File: config.mk
export PLATFORM = sky130hd
export DESIGN_NAME = ysyx_23060201_mem_arbiter
export DESIGN_NICKNAME = d
export VERILOG_FILES = /design/src/rtl/ysyx_23060201_mem_arbiter.sv
export SDC_FILE = /design/constraint.sdc
export NUM_CORES = 1
export LEC_CHECK = 0
export ABC_AREA = 1
export BUFFER_PORTS_ARGS = -buffer_cell sky130_fd_sc_hd__buf_2
export CELL_PAD_IN_SITES_DETAIL_PLACEMENT = 2
export CELL_PAD_IN_SITES_GLOBAL_PLACEMENT = 2
export CORE_MARGIN = 5
export CORE_UTILIZATION = 21
export DETAILED_ROUTE_END_ITERATION = 6
export PLACE_DENSITY = 0.84
export SLEW_MARGIN = 10
export SYNTH_ARGS = -nofsm -noshare
export SYNTH_HDL_FRONTEND = slang
export SYNTH_SLANG_ARGS = --single-unit
File: constraint.sdc
create_clock -name clk -period 1.6 [get_ports clk]
set_clock_uncertainty 0.15 [all_clocks]
set_input_delay 0.08 -clock clk [delete_from_list [all_inputs] [get_ports clk]]
set_output_delay 0.08 -clock clk [all_outputs]
set_load 0.05 [all_outputs]
File: src/rtl/ysyx_23060201_mem_arbiter.sv
// Memory port arbiter: shares one memory port between IFU and LSU.
// Round-robin grant, one transaction in flight, bus timeout guard.
module ysyx_23060201_mem_arbiter #(
    parameter int ADDR_WIDTH = 32,
    parameter int DATA_WIDTH = 32,
    parameter int MASK_WIDTH = 8,
    parameter int TIMEOUT    = 255
) (
    input  logic                  clk,
    input  logic                  rst_n,
    input  logic                  ifu_req_valid,
    output logic                  ifu_req_ready,
    input  logic [ADDR_WIDTH-1:0] ifu_addr,
    output logic                  ifu_resp_valid,
    output logic [DATA_WIDTH-1:0] ifu_rdata,
    output logic                  ifu_resp_err,
    input  logic                  lsu_req_valid,
    output logic                  lsu_req_ready,
    input  logic                  lsu_wen,
    input  logic [ADDR_WIDTH-1:0] lsu_addr,
    input  logic [DATA_WIDTH-1:0] lsu_wdata,
    input  logic [MASK_WIDTH-1:0] lsu_mask,
    output logic                  lsu_resp_valid,
    output logic [DATA_WIDTH-1:0] lsu_rdata,
    output logic                  lsu_resp_err,
    output logic                  mem_req_valid,
    input  logic                  mem_req_ready,
    output logic                  mem_wen,
    output logic [ADDR_WIDTH-1:0] mem_addr,
    output logic [DATA_WIDTH-1:0] mem_wdata,
    output logic [MASK_WIDTH-1:0] mem_mask,
    input  logic                  mem_resp_valid,
    input  logic [DATA_WIDTH-1:0] mem_rdata,
    input  logic                  mem_resp_err,
    output logic                  busy,
    output logic                  owner
);

    // A zero TIMEOUT still needs a legal one-bit counter.
    localparam int CW = (TIMEOUT > 0) ? $clog2(TIMEOUT + 1) : 1;
    localparam logic [CW-1:0] TMO_MAX = CW'(TIMEOUT);
    localparam logic [MASK_WIDTH-1:0] WORD_MASK = MASK_WIDTH'(4'b1111);

    typedef enum logic [1:0] {
        IDLE  = 2'd0,
        ISSUE = 2'd1,
        WAIT  = 2'd2
    } state_t;

    state_t                state;
    state_t                state_nxt;
    logic                  last_owner;
    logic                  lat_wen;
    logic [ADDR_WIDTH-1:0] lat_addr;
    logic [DATA_WIDTH-1:0] lat_wdata;
    logic [MASK_WIDTH-1:0] lat_mask;
    logic [CW-1:0]         tmo_cnt;

    logic                  grant_lsu;
    logic                  accept;
    logic                  tmo_hit;
    logic                  done;
    logic                  resp_fire;
    logic [DATA_WIDTH-1:0] resp_rdata;
    logic                  resp_err;

    // Winner selection: a lone requester wins; on a tie the one not served last wins.
    always_comb begin
        grant_lsu     = lsu_req_valid && (!ifu_req_valid || !last_owner);
        accept        = (state == IDLE) && (ifu_req_valid || lsu_req_valid);
        lsu_req_ready = (state == IDLE) && grant_lsu;
        ifu_req_ready = (state == IDLE) && ifu_req_valid && !grant_lsu;
    end

    // Completion decode: a real memory response beats a simultaneous timeout.
    always_comb begin
        done    = (state == WAIT) && mem_resp_valid;
        tmo_hit = (TIMEOUT > 0) && (state != IDLE) && (tmo_cnt == TMO_MAX);
        resp_fire = done || tmo_hit;
        resp_rdata = '0;
        resp_err   = 1'b0;
        if (done) begin
            resp_rdata = lat_wen ? '0 : mem_rdata;
            resp_err   = mem_resp_err;
        end else if (tmo_hit) begin
            resp_err = 1'b1;
        end
    end

    // Route the response pulse to the requester that owns the transaction.
    always_comb begin
        ifu_resp_valid = resp_fire && !last_owner;
        lsu_resp_valid = resp_fire && last_owner;
        ifu_rdata      = ifu_resp_valid ? resp_rdata : '0;
        ifu_resp_err   = ifu_resp_valid && resp_err;
        lsu_rdata      = lsu_resp_valid ? resp_rdata : '0;
        lsu_resp_err   = lsu_resp_valid && resp_err;
    end

    // Next-state logic and memory request strobe.
    always_comb begin
        state_nxt     = state;
        mem_req_valid = 1'b0;
        unique case (state)
            IDLE: begin
                if (accept) state_nxt = ISSUE;
            end
            ISSUE: begin
                mem_req_valid = 1'b1;
                if (tmo_hit)            state_nxt = IDLE;
                else if (mem_req_ready) state_nxt = WAIT;
            end
            WAIT: begin
                if (resp_fire) state_nxt = IDLE;
            end
            default: state_nxt = IDLE;
        endcase
    end

    // State register.
    always_ff @(posedge clk or negedge rst_n) begin
        if (!rst_n) state <= IDLE;
        else        state <= state_nxt;
    end

    // Capture the granted request; fetches become word reads.
    always_ff @(posedge clk or negedge rst_n) begin
        if (!rst_n) begin
            last_owner <= 1'b0;
            lat_wen    <= 1'b0;
            lat_addr   <= '0;
            lat_wdata  <= '0;
            lat_mask   <= '0;
        end else if (accept) begin
            last_owner <= grant_lsu;
            if (grant_lsu) begin
                lat_wen   <= lsu_wen;
                lat_addr  <= lsu_addr;
                lat_wdata <= lsu_wdata;
                lat_mask  <= lsu_mask;
            end else begin
                lat_wen   <= 1'b0;
                lat_addr  <= ifu_addr;
                lat_wdata <= '0;
                lat_mask  <= WORD_MASK;
            end
        end
    end

    // Timeout counter: cleared on grant, counts while a transaction is open.
    always_ff @(posedge clk or negedge rst_n) begin
        if (!rst_n) begin
            tmo_cnt <= '0;
        end else if (accept) begin
            tmo_cnt <= '0;
        end else if ((TIMEOUT > 0) && (state != IDLE) && !resp_fire) begin
            tmo_cnt <= tmo_cnt + CW'(1);
        end
    end

    assign mem_wen   = lat_wen;
    assign mem_addr  = lat_addr;
    assign mem_wdata = lat_wdata;
    assign mem_mask  = lat_mask;
    assign busy      = (state != IDLE);
    assign owner     = last_owner;

endmodule

==> metrics.txt <==
status=finished with violations; failing checks=setup timing; pin count of the biggest net entering global routing=52; Worst setup EP type=output port; Layout Nets=1080; H-tree depth=3; die area=0.0223 mm2; GRT Util Overall=23.3%; Peak VDD IR=0.000868 V; CP delay by family, top=simple AND/OR/NAND/NOR gates; via count=5725; die outline width=149 um; Worst Path Required=1.37 ns; fmax=457 MHz; Clock Sinks=84; crit path buf inv count=2; maximum clock path buffer count=2; crit path kind=flop to output port; CTS tree=yes; final WL=31300 um; Worst Path Max Fanout=12; Rel. slew slack=74.1%; register bit total from synthesis=84; first-pass GRT wire length=39800 um; Slew Viols, Final=0; routability cong.=0.742; number of core rows=51; drt wl/cell=25.9 um; reg2reg end=tmo_cnt[6]$_DFFE_PN0P_; Setup Slack @ Placement=-0.208 ns; Lkg Pwr=0.00435 uW; fin crit period=2.19 ns; IO Port Bufs=289; Area growth syn-to-layout=138%; Synth cell types=24; commonest non-fill, non-tap cell in the layout=buf_2; DRT antenna net count=0; Avg Vias per Cell=4.73; crit-path cells=ha_4 -> nand2_4 -> nor2_4 -> nand2_2 -> nand2_4 -> nand2_8 -> buf_12 -> nor2_4 -> buf_8; max-cap violation count=0; yosys warns=0; crit-path max cell delay=0.42 ns; synthesized instance count=480; Levels on crit path=9; CP max stage cell=dfrtp_1; CP Launch Type=flop; Min-Delay Path Class=input pin to flop; area leader, netlist=dfrtp_1; mapped cell area=0.00407 mm2; Mapped Avg Cell Area=8.49 um2; Placeable Area=0.0193 mm2; DIE HEIGHT=149 um; Clock Latency Late Sink=0.34 ns; top-area cell type share of the netlist area=51.6%; setup violators final=154; worst setup margin=-0.590 ns; Power Total=17800 uW; Seq/Total Area, Yosys=51.6%; initial antenna violation count=7; Critical Path AT=1.96 ns; DR iter-0 viols=161; Initial Util=21.1%; share of cells above drive strength 1=60.3%; I/O pin total=290; reg2reg path depth=11; Final Hold Viols=0; Worst-Margin Slew=0.388 ns; post-synthesis net count=625; Initial DRT Pass Iterations=4; CP startpoint=tmo_cnt[0]$_DFFE_PN0P_; pwr dens=1830 mW/mm2; RSZ-0062 raised after global routing=true; most frequent cells in the layout=216 x buf_2, 108 x dlygate4sd3_1, 82 x dfrtp_1, 74 x nor2_4, 49 x buf_6; clk slew on worst S/H paths=0.07 ns; DR DRC count=0; crit path to=ifu_rdata[24]; reg-to-reg setup timing slack=-0.31 ns; grt ovf=0; vias in the first global route=6575; TritonCTS Buffers=9; reg-to-reg startpoint=tmo_cnt[0]$_DFFE_PN0P_; Clock Tree Root=clkbuf_16; Post-DP HPWL=15400 um; synth top area cells=dfrtp_1 52%, nor2_1 11%, nand2_1 8.7%; Final period util=137%
## worst min-delay path by stage
stage	depth (start not counted)	from	end	slack [ns]
detailed placement	1	rst_n	mem_addr[17]$_DFFE_PN0N_	-0.24
floorplan	0	rst_n	mem_addr[0]$_DFFE_PN0N_	-0.37
CTS	4	lsu_req_valid	state[0]$_DFFE_PN0P_	0.09
global route	4	lsu_req_valid	state[0]$_DFFE_PN0P_	0.09
global placement	1	rst_n	mem_addr[18]$_DFFE_PN0N_	-0.24
finish	4	lsu_req_valid	state[0]$_DFFE_PN0P_	0.08
## synth_stat cells
| cell type | instances |
|---|---|
| nor2_1 | 116 |
| nand2_1 | 94 |
| dfrtp_1 | 84 |
| o21ai_0 | 38 |
| a22o_1 | 37 |
| o21ai_1 | 30 |
| nand3_1 | 14 |
| buf_2 | 10 |
| inv_1 | 10 |
| clkbuf_1 | 9 |
| buf_4 | 7 |
| buf_6 | 6 |
| nand2_4 | 4 |
| o22a_1 | 4 |
| inv_2 | 3 |
| o21bai_1 | 3 |
| a21oi_1 | 2 |
| nand2_2 | 2 |
| nor2_4 | 2 |
| ha_1 | 1 |
| nor2_2 | 1 |
| nor3_1 | 1 |
| o21ai_4 | 1 |
| xor2_1 | 1 |
## logic make-up after synthesis
family / synth area share [%]
flip-flops: 51.6
XOR/XNOR: 0.215
adder cells (fa/ha/maj): 0.307
buffers and inverters: 6.20
AND/OR/NAND/NOR: 23.3
AO/OA/AOI/OAI: 18.4
## state kept, by name, indices dropped and copies added, names as in the netlist
register	cells
tmo_cnt	8
owner	1
mem_addr	32
state	2
mem_wdata	32
mem_mask	8
mem_wen	1
## per-stage QoR
step | instances | TNS (ns) | hold WS [ns] | instance area [um2] | utilization (%)
4_1_cts | 1185 | -32.00 | 0.0947 | 8830 | 45.8
5_1_grt | 1211 | -62.10 | 0.0852 | 9700 | 50.3
6_report | 1211 | -51.03 | 0.0770 | 9700 | 50.3
3_3_place_gp | 1050 | -8.80 | -0.243 | 6680 | 34.7
3_5_place_dp | 1050 | -13.02 | -0.243 | 6680 | 34.7
2_1_floorplan | 480 | -9.83 | -0.366 | 4610 | -
## metal layers
metal | share of wire, % | GRT usage (%)
met3 | 6.7 | 6.53
met1 | 34 | 23.6
met4 | 3.9 | 8.51
met5 | 0.041 | 0
met2 | 55 | 45.0
## what timing repair did
| item | CTS | global route |
|---|---|---|
| cloned | 3 | 8 |
| hold buffers | 108 | 0 |
| buffers inserted | 12 | 14 |
| endpoints found under the hold margin | 159 | 0 |
| gates resized for setup | 184 | 178 |
| pin swaps | 17 | 32 |
| setup endpoints to repair | 124 | 145 |
## final cells by class
type	instances	area, um2
antenna	6	15.0
clock buffer	10	229
clock inverter	6	136
fill	1958	9580
inverter	13	68.8
multi-input combinational	351	2670
sequential	84	2100
tap	265	332
timing repair buffer	476	4140
## power breakdown
part	internal, uW	leakage (uW)	switching, uW
combinational	3700	0.00312	7600
clock	1690	0.000173	916
sequential	3110	0.00105	748
total	8500	0.00435	9270
## tightest hold or removal path, cell delays in order
cell	delay, ns
buf_2	0.14
o21ai_4	0.10
buf_6	0.15
o21ai_2	0.06
Power figures use the tool's default switching activity.
